### config.mk
export PLATFORM = sky130hd
export DESIGN_NAME = vga_sync_gen
export DESIGN_NICKNAME = d
export VERILOG_FILES = /design/src/rtl/vga_timing_pkg.sv /design/src/rtl/vga_axis_timer.sv /design/src/rtl/vga_sync_gen.sv
export SDC_FILE = /design/constraint.sdc
export NUM_CORES = 1
export LEC_CHECK = 0
export ABC_AREA = 1
export BUFFER_PORTS_ARGS = -buffer_cell sky130_fd_sc_hd__buf_2
export CORE_AREA = 2 2 97 81
export CTS_CLUSTER_DIAMETER = 60
export CTS_CLUSTER_SIZE = 16
export DETAILED_ROUTE_END_ITERATION = 8
export DIE_AREA = 0 0 99 83
export GPL_TIMING_DRIVEN = 0
export HOLD_SLACK_MARGIN = 0.1
export SYNTH_ARGS = -nofsm -noshare
export SYNTH_HDL_FRONTEND = slang
export SYNTH_HIERARCHICAL = 1
export SYNTH_SLANG_ARGS = --single-unit
export TNS_END_PERCENT = 5
### constraint.sdc
create_clock -name clk -period 5.35 [get_ports clk]
set_clock_uncertainty 0.15 [all_clocks]
set_input_delay 0.8025 -clock clk [delete_from_list [all_inputs] [get_ports clk]]
set_output_delay 0.8025 -clock clk [all_outputs]
set_load 0.005 [all_outputs]
### src/rtl/vga_timing_pkg.sv
// Shared VGA timing constants (640x480 @ 60 Hz defaults) and the phase
// encoding used by the horizontal and vertical axis timers.
package vga_timing_pkg;

   localparam int H_ACTIVE_DEF = 640;
   localparam int H_FP_DEF     = 16;
   localparam int H_SYNC_DEF   = 96;
   localparam int H_BP_DEF     = 48;
   localparam int V_ACTIVE_DEF = 480;
   localparam int V_FP_DEF     = 10;
   localparam int V_SYNC_DEF   = 2;
   localparam int V_BP_DEF     = 33;

   localparam int H_TOTAL_DEF = H_ACTIVE_DEF + H_FP_DEF + H_SYNC_DEF + H_BP_DEF;
   localparam int V_TOTAL_DEF = V_ACTIVE_DEF + V_FP_DEF + V_SYNC_DEF + V_BP_DEF;

   typedef enum logic [1:0] {
      ACTIVE,
      FP,
      SYNC,
      BP
   } phase_t;

   function automatic int maxOf4(input int a, input int b, input int c, input int d);
      int m;
      m = a;
      if (b > m) m = b;
      if (c > m) m = c;
      if (d > m) m = d;
      return m;
   endfunction

endpackage

### src/rtl/vga_axis_timer.sv
// One timing axis: walks ACTIVE -> FP -> SYNC -> BP with a phase-local
// down-counter and tracks the absolute position along the axis.
module vga_axis_timer
   import vga_timing_pkg::*;
#(
   parameter int ACTIVE_LEN = H_ACTIVE_DEF,
   parameter int FP_LEN     = H_FP_DEF,
   parameter int SYNC_LEN   = H_SYNC_DEF,
   parameter int BP_LEN     = H_BP_DEF,
   parameter int POS_W      = 11
) (
   input  logic             clk,
   input  logic             rst_n,
   input  logic             advance,
   output logic [POS_W-1:0] pos,
   output phase_t           nextPhase,
   output logic             wrap
);

   localparam int MAX_LEN = maxOf4(ACTIVE_LEN, FP_LEN, SYNC_LEN, BP_LEN);
   localparam int CNT_W   = (MAX_LEN > 1) ? $clog2(MAX_LEN) : 1;

   phase_t           phase;
   logic [CNT_W-1:0] phaseCnt;
   logic [CNT_W-1:0] nextCnt;
   logic [POS_W-1:0] nextPos;
   logic             phaseDone;

   function automatic logic [CNT_W-1:0] lastIdx(input phase_t p);
      logic [CNT_W-1:0] idx;
      idx = CNT_W'(ACTIVE_LEN - 1);
      case (p)
         ACTIVE: idx = CNT_W'(ACTIVE_LEN - 1);
         FP:     idx = CNT_W'(FP_LEN - 1);
         SYNC:   idx = CNT_W'(SYNC_LEN - 1);
         BP:     idx = CNT_W'(BP_LEN - 1);
      endcase
      return idx;
   endfunction

   function automatic phase_t followOf(input phase_t p);
      phase_t n;
      n = ACTIVE;
      case (p)
         ACTIVE: n = FP;
         FP:     n = SYNC;
         SYNC:   n = BP;
         BP:     n = ACTIVE;
      endcase
      return n;
   endfunction

   // NOTE: sequential state uses non-blocking assignments so every register
   // samples the pre-edge values, regardless of block ordering.
   always_ff @(posedge clk or negedge rst_n) begin
      if (!rst_n) begin
         phase    <= ACTIVE;
         phaseCnt <= lastIdx(ACTIVE);
         pos      <= '0;
      end else begin
         phase    <= nextPhase;
         phaseCnt <= nextCnt;
         pos      <= nextPos;
      end
   end

   // NOTE: every output of this block is given a default first, so no path
   // leaves a value unassigned and no latch is inferred.
   always_comb begin
      nextPhase = phase;
      nextCnt   = phaseCnt;
      nextPos   = pos;
      phaseDone = (phaseCnt == '0);
      wrap      = advance && phaseDone && (phase == BP);
      if (advance) begin
         nextPos = wrap ? '0 : pos + 1'b1;
         if (phaseDone) begin
            nextPhase = followOf(phase);
            nextCnt   = lastIdx(followOf(phase));
         end else begin
            nextCnt = phaseCnt - 1'b1;
         end
      end
   end

endmodule

### src/rtl/vga_sync_gen.sv
// VGA sync generator: two axis timers plus output registers loaded from the
// timers' next state, so every output describes the same pixel as countH/countV.
module vga_sync_gen
   import vga_timing_pkg::*;
#(
   parameter int   H_ACTIVE = H_ACTIVE_DEF,
   parameter int   H_FP     = H_FP_DEF,
   parameter int   H_SYNC   = H_SYNC_DEF,
   parameter int   H_BP     = H_BP_DEF,
   parameter int   V_ACTIVE = V_ACTIVE_DEF,
   parameter int   V_FP     = V_FP_DEF,
   parameter int   V_SYNC   = V_SYNC_DEF,
   parameter int   V_BP     = V_BP_DEF,
   parameter logic SYNC_POL = 1'b0
) (
   input  logic        clk,
   input  logic        rst_n,
   input  logic        pix_en,
   output logic        h_sinc,
   output logic        v_sinc,
   output logic [10:0] countH,
   output logic [10:0] countV,
   output logic        video_on,
   output logic        line_start,
   output logic        frame_start
);

   phase_t hNext;
   phase_t vNext;
   logic   hWrap;
   logic   vWrap;

   vga_axis_timer #(
      .ACTIVE_LEN(H_ACTIVE),
      .FP_LEN    (H_FP),
      .SYNC_LEN  (H_SYNC),
      .BP_LEN    (H_BP),
      .POS_W     (11)
   ) hTimer (
      .clk      (clk),
      .rst_n    (rst_n),
      .advance  (pix_en),
      .pos      (countH),
      .nextPhase(hNext),
      .wrap     (hWrap)
   );

   vga_axis_timer #(
      .ACTIVE_LEN(V_ACTIVE),
      .FP_LEN    (V_FP),
      .SYNC_LEN  (V_SYNC),
      .BP_LEN    (V_BP),
      .POS_W     (11)
   ) vTimer (
      .clk      (clk),
      .rst_n    (rst_n),
      .advance  (hWrap),
      .pos      (countV),
      .nextPhase(vNext),
      .wrap     (vWrap)
   );

   // A wrap on this pix_en cycle means the next pixel is column 0 (and row 0 when V wraps too).
   always_ff @(posedge clk or negedge rst_n) begin
      if (!rst_n) begin
         h_sinc      <= ~SYNC_POL;
         v_sinc      <= ~SYNC_POL;
         video_on    <= 1'b1;
         line_start  <= 1'b1;
         frame_start <= 1'b1;
      end else if (pix_en) begin
         h_sinc      <= (hNext == SYNC) ? SYNC_POL : ~SYNC_POL;
         v_sinc      <= (vNext == SYNC) ? SYNC_POL : ~SYNC_POL;
         video_on    <= (hNext == ACTIVE) && (vNext == ACTIVE);
         line_start  <= hWrap;
         frame_start <= hWrap && vWrap;
      end
   end

endmodule

==> results by group, run 1 <==
Pwr
  – Power per Cell Area: 320 nW/µm²
  – Max IR drop VDD: between 0.15 and 0.2 mV
  – Pleak: 1.82 nW
  – Tot Pwr: 1.09 mW

Logic synthesis
  – Synth unique cells: 30
  – Mapped Cells: ~420
  – Netlist Area Pre-Place: 3040 µm²
  – Synth Area per Inst: 7.28 µm²
  – Post-Syn Nets: 432
  – #FFs+latches synth: 50
  – Synth warnings: 6
  – Fraction of the yosys area taken by sequential cells: 0.421

CTS
  – CTS sink count: 50
  – Clk slew on worst S/H paths: 0.09 ns
  – H-tree levels: 2
  – Worst-Skew Late Latency: 0.30 ns
  – CTS Buffer Depth: 2
  – Total CTS buffers: 5
  – CTS tree: yes
  – Resized Gates After CTS: 0
  – Clk root buf: clkbuf_8
  – Postcts setup bufs: 0
  – Hold buffers post-CTS: 0

Drt
  – Post-route DRC violation count: 0
  – Vias: 2,617
  – Drt first pass iters: 4
  – Detailed Route Iter0 Violations: 131
  – Routed length on met3: 246 µm
  – DRT Wirelength: 6290 µm
  – Metal-1 WL: 3270 µm
  – Met2 Routed Length: 2740 µm
  – Uppermost layer routed: met4
  – Post-route ant nets: 0
  – Wire per inst: approximately 12 µm
  – Vias per cell: just under 5

STA
  – Slew HR: 0.258
  – Final Hold Fails: 0
  – Crit share post-route: 0.475
  – Worst hold slack: 0.319 ns
  – Worst slew pin tran: 1.11 ns
  – Fmax: 0.394 GHz
  – Setup_tns: 0 ns
  – RSZ-0062 raised after global routing: no
  – Setup violators final: 0
  – Post-route minimum period: 2.54 ns
  – Max-slew violation count: 0

Worst setup path
  – Reg2reg end: vTimer/pos[2]$_DFFE_PN0P_
  – Worst Path Max Fanout: 10
  – Arr. time, crit path: 2.59 ns
  – Crit Path Category: reg -> reg
  – Reg2Reg Depth: 12
  – R2r setup slk: 2.81 ns
  – CP Data Required Time: 5.40 ns
  – Crit path launch type: flop
  – CP endpoint kind: flop
  – R2r startpoint: hTimer/phaseCnt[0]$_DFFE_PN1P_

Placed design
  – Hpwl dp: approximately 4700 µm
  – Placed Area: 3290 µm²
  – IO Port Bufs: 29
  – GPL Wtd Cong: 0.816

GRT
  – Global-route wire length before repair: 10,900 µm
  – Largest net degree at the start of global routing: 51
  – Remaining Overflow, GRT: 0
  – Number of global-route vias before repair: roughly 2,400
  – Number of antenna violations at the first check in global routing: 0
  – Tot GR Track Use: 0.158

Final layout
  – Ant diodes: 0
  – Post-Layout Inst Area: 3400 µm²
  – Layout area overhead: 12.0%
  – Fin nets: 468
  – Share of layout cells above drive strength 1: 0.185

Die
  – Initial Utilization: 0.423
  – Die width: 99 µm
  – Die Span Y: 83 µm
  – IO Count: 30
  – Cell Rows: 28
  – Core ar.: 7180 µm²
  – Die ar.: 8220 µm²

Job
  – Max-Cap Viols: 0

Hold path
  – Hold Crit Depth: 2
  – Hold crit path type: reg -> reg
  – Hold Crit Start: line_start$_DFFE_PN1P_
  – Worst hold endpoint: line_start$_DFFE_PN1P_

Run status
  – Outcome: completed
[layout make-up]
cell class              instances  area [µm²]
well taps                      90         113
inverters                      69         259
clock inverters                 1        30.0
multi-input cells             293        1470
repair buffers                 29         145
flip-flops and latches         50        1280
clock buffers                   7        76.3
fillers                       739        3780
plain buffers                   5        28.8
[synthesized netlist by cell type]
cell | count | share of area
a21oi_1 | 3 | 0.0049
a22oi_1 | 1 | 0.0025
buf_2 | 2 | 0.0033
buf_4 | 2 | 0.0049
clkbuf_1 | 1 | 0.0012
clkinv_1 | 1 | 0.0012
dfrtp_1 | 29 | 0.24
dfstp_2 | 21 | 0.18
ha_1 | 12 | 0.049
inv_1 | 63 | 0.078
inv_2 | 5 | 0.0062
nand2_1 | 117 | 0.14
nand2_2 | 4 | 0.0082
nand3_1 | 40 | 0.066
nand3_2 | 1 | 0.0033
nand3_4 | 2 | 0.012
nand3b_1 | 1 | 0.0025
nand4_1 | 13 | 0.027
nand4_2 | 1 | 0.0041
nor2_1 | 51 | 0.063
nor2_2 | 4 | 0.0082
nor2_4 | 5 | 0.019
nor3_1 | 7 | 0.012
o21ai_0 | 19 | 0.031
o21ai_1 | 3 | 0.0049
o21bai_1 | 2 | 0.0049
o22ai_1 | 1 | 0.0021
or2_2 | 2 | 0.0041
xnor2_1 | 1 | 0.0029
xor2_1 | 3 | 0.0087
[through the flow]
stage	instances	utilization	setup slack, ns
after global routing	544	0.473	2.60
after global placement	536	0.459	2.76
after floorplan	417	-	3.22
after CTS	544	0.473	2.79
after detailed placement	536	0.459	2.76
final	544	0.473	2.81
[layer usage]
metal | GRT usage | vias up
li1 | - | 1377
met3 | 0.0286 | 5
met1 | 0.234 | 1190
met2 | 0.243 | 45
met5 | 0 | -
met4 | 0.0336 | 0
[critical path: stages (launching register included)]
cell	delay (ns)
dfstp_2	0.52
inv_1	0.06
ha_1	0.27
nand3_1	0.15
nor2_4	0.07
nand3_4	0.11
inv_2	0.12
buf_4	0.19
inv_1	0.11
clkbuf_1	0.41
o21bai_1	0.14
nand3_1	0.10
inv_1	0.04
[cells by family (layout without fill, tap and decap cells)]
family,after synthesis,in the layout,synth area share
XOR/XNOR,4,4,0.0115
flip-flops,50,50,0.421
buffers and inverters,74,111,0.0948
AO/OA/AOI/OAI,29,29,0.0507
AND/OR/NAND/NOR,248,248,0.373
adder cells (fa/ha/maj),12,12,0.0495
[cells in the final DEF, fill, tap and decap left out, types with 7 or more instances in the layout]
master | netlist | final
nand2_1 | 117 | 117
inv_1 | 63 | 63
nor2_1 | 51 | 51
nand3_1 | 40 | 40
buf_2 | 2 | 31
dfrtp_1 | 29 | 29
dfstp_2 | 21 | 21
o21ai_0 | 19 | 19
nand4_1 | 13 | 13
ha_1 | 12 | 12
nor3_1 | 7 | 7
[where the power goes]
part,internal [mW],switching (mW)
clock,0.140,0.123
combinational,0.112,0.171
sequential,0.465,0.0745
[flip-flops by register name, indices dropped and copies added (netlist names), 2 cells and up]
signal and cells:
hTimer/phase 2, hTimer/phaseCnt 10, hTimer/pos 11, vTimer/phase 2
vTimer/phaseCnt 9, vTimer/pos 11
[worst max path at each step]
| stage | start | end | slack [ns] | cells past startpoint |
|---|---|---|---|---|
| finish | hTimer/phaseCnt[0]$_DFFE_PN1P_ | vTimer/pos[2]$_DFFE_PN0P_ | 2.81 | 12 |
| detailed placement | pix_en | vTimer/pos[2]$_DFFE_PN0P_ | 2.76 | 9 |
| floorplan | hTimer/phaseCnt[0]$_DFFE_PN1P_ | vTimer/pos[2]$_DFFE_PN0P_ | 3.22 | 12 |
| global placement | pix_en | vTimer/pos[5]$_DFFE_PN0P_ | 2.76 | 10 |
| global route | hTimer/phaseCnt[0]$_DFFE_PN1P_ | vTimer/pos[5]$_DFFE_PN0P_ | 2.60 | 13 |
| CTS | hTimer/phaseCnt[0]$_DFFE_PN1P_ | vTimer/pos[2]$_DFFE_PN0P_ | 2.79 | 12 |
Note: power is estimated with default switching activity, not from simulation.
==> inputs of run 2 (changes only) <==
Clock period 5.35 ns to 2.4 ns, I/O delays scaled along.
==> results by group, run 2 (same netlist as run 1, synthesis figures left out) <==
Run status
  – Outcome: completed

GRT
  – Number of global-route vias before repair: 2,392 (+0.25%)
  – Number of antenna violations at the first check in global routing: 0 (unchanged)
  – Tot GR Track Use: 0.159 (+0.000354)
  – Largest net degree at the start of global routing: 51 (unchanged)
  – Global-route wire length before repair: 10,900 µm (+0.19%)
  – Remaining Overflow, GRT: 0 (unchanged)

CTS
  – Clk root buf: clkbuf_8
  – Total CTS buffers: 5 (unchanged)
  – CTS sink count: 50 (unchanged)
  – CTS Buffer Depth: 2 (unchanged)
  – Clk slew on worst S/H paths: 0.09 ns (about the same)
  – H-tree levels: 2 (unchanged)
  – Hold buffers post-CTS: 0 (unchanged)
  – Worst-Skew Late Latency: 0.30 ns (about the same)
  – CTS tree: yes

Drt
  – Post-route DRC violation count: 0 (unchanged)
  – Vias: 2,639 (+0.84%)
  – Detailed Route Iter0 Violations: 136 (+3.8%)
  – DRT Wirelength: 6350 µm (+1.0%)
  – Drt first pass iters: 4 (unchanged)
  – Wire per inst: 11.6 µm (+0.45%)
  – Vias per cell: 4.82 (+0.29%)
  – Post-route ant nets: 0 (unchanged)

Worst setup path
  – R2r setup slk: 0.20 ns (-2.61 ns)
  – Crit path launch type: flop
  – Worst Path Max Fanout: 10 (unchanged)
  – Reg2Reg Depth: 12 (unchanged)
  – Reg2reg end: vTimer/phaseCnt[7]$_DFFE_PN1P_
  – Arr. time, crit path: 2.28 ns (-0.31 ns)
  – CP endpoint kind: flop
  – CP Data Required Time: 2.48 ns (-2.92 ns)
  – R2r startpoint: hTimer/phaseCnt[1]$_DFFE_PN1P_
  – Crit Path Category: reg -> reg

STA
  – Setup violators final: 0 (unchanged)
  – Slew HR: 0.260 (+0.00184)
  – Post-route minimum period: 2.20 ns (-0.340 ns)
  – Worst slew pin tran: 1.11 ns (-0.00275 ns)
  – Crit share post-route: 0.917 (+0.442)
  – Setup_tns: 0 ns (unchanged)
  – Final Hold Fails: 0 (unchanged)
  – Max-slew violation count: 0 (unchanged)
  – Fmax: 0.454 GHz (+15%)
  – RSZ-0062 raised after global routing: no

Job
  – Max-Cap Viols: 0 (unchanged)

Final layout
  – Most common cell after layout, fill and taps aside: nand2_1
  – Layout area overhead: 13.4%
  – Fillers: 744 (+0.68%)
  – Share of layout cells above drive strength 1: 0.199 (+0.0141)
  – Commonest cells after routing, fill and taps aside: nand2_1 (117), inv_1 (62), nor2_1 (50)
  – Fin nets: 471 (+0.64%)
  – Ant diodes: 0 (unchanged)
  – Biggest regs: hTimer/pos: 11 flops, vTimer/pos: 11 flops, hTimer/phaseCnt: 10 flops

Die
  – IO Count: 30 (unchanged)
  – Die Span Y: 83 µm (unchanged)
  – Die ar.: 8220 µm² (unchanged)
  – Core ar.: 7180 µm² (unchanged)
  – Initial Utilization: 0.423 (unchanged)
  – Die width: 99 µm (unchanged)
  – Cell Rows: 28 (unchanged)

Placed design
  – Hpwl dp: 4680 µm (unchanged)
  – IO Port Bufs: 29 (unchanged)
  – GPL Wtd Cong: 0.816 (unchanged)

Hold path
  – Hold crit path type: in -> async

Pwr
  – Power per Cell Area: 708 nW/µm² (+120%)
  – Pleak: 1.84 nW (+0.74%)
  – Max IR drop VDD: 0.432 mV (+120%)
  – Tot Pwr: 2.44 mW (+120%)
[run 2: changes by cell type in the layout (fill, tap and decap cells not counted), sizes merged]
cell,delta
buf,+3
[run 2: how the worst max path moves through the flow]
stage                                    from                              to  slack [ns]  depth (start not counted)
3_5_place_dp   hTimer/phaseCnt[0]$_DFFE_PN1P_       vTimer/pos[2]$_DFFE_PN0P_       -0.15                         12
6_report       hTimer/phaseCnt[1]$_DFFE_PN1P_  vTimer/phaseCnt[7]$_DFFE_PN1P_        0.20                         12
2_1_floorplan  hTimer/phaseCnt[0]$_DFFE_PN1P_       vTimer/pos[2]$_DFFE_PN0P_        0.27                         12
4_1_cts        hTimer/phaseCnt[0]$_DFFE_PN1P_       vTimer/pos[8]$_DFFE_PN0P_      -0.002                         12
5_1_grt        hTimer/phaseCnt[1]$_DFFE_PN1P_            video_on$_DFFE_PN1P_        0.03                         15
3_3_place_gp   hTimer/phaseCnt[0]$_DFFE_PN1P_       vTimer/pos[2]$_DFFE_PN0P_       -0.12                         12
[run 2: worst max-delay path: stages, from the launching register on]
cell     delay (ns)
dfstp_2        0.37
inv_1          0.12
ha_4           0.18
nand3_1        0.12
nor2_4         0.16
nand3_4        0.12
inv_6          0.08
buf_4          0.16
buf_2          0.23
nand2_1        0.10
o21ai_0        0.18
nand3_1        0.09
nand2_1        0.07
[run 2: layout make-up]
type                    count  area [µm²]  share of cell area
clock buffers               7        76.3              0.0222
clock inverters             1        30.0             0.00872
plain buffers               5        30.0             0.00872
flip-flops and latches     50        1280               0.371
repair buffers             32         168              0.0487
well taps                  90         113              0.0327
inverters                  69         264              0.0767
multi-input cells         293        1490               0.431
[run 2: metrics by stage]
stage	hold slack (ns)	utilization	setup slack, ns	cell area (µm²)	cells
after detailed placement	0.304	0.459	-0.153	3290	536
after global placement	0.306	0.459	-0.118	3290	536
after CTS	0.156	0.475	-0.00162	3410	544
after global routing	0.188	0.479	0.0349	3440	547
final	0.110	0.479	0.199	3440	547
after floorplan	-0.0856	-	0.268	3040	417
[run 2: per-layer routing]
| layer | up-vias | track usage | share of wire | wire, µm |
|---|---|---|---|---|
| li1 | 1382 | - | - | - |
| met1 | 1204 | 0.234 | 0.52 | 3320 |
| met2 | 48 | 0.244 | 0.44 | 2770 |
| met3 | 5 | 0.0286 | 0.037 | 237 |
| met4 | 0 | 0.0336 | 0.0055 | 35 |
| met5 | - | 0 | 0 | 0 |
[run 2: power breakdown]
group	leakage, nW	switching [mW]	total [mW]	internal, mW
clock	0.0524	0.275	0.587	0.312
combinational	1.26	0.388	0.647	0.259
sequential	0.527	0.167	1.20	1.04
total	1.84	0.830	2.44	1.61
[run 2: what timing repair did]
| action | in CTS | in global routing |
|---|---|---|
| pin swaps | 0 | 2 |
| buffers inserted | 0 | 3 |
| resized for setup | 5 | 2 |
| setup endpoints to repair | 19 | 15 |
| endpoints found under the hold margin | 0 | 0 |
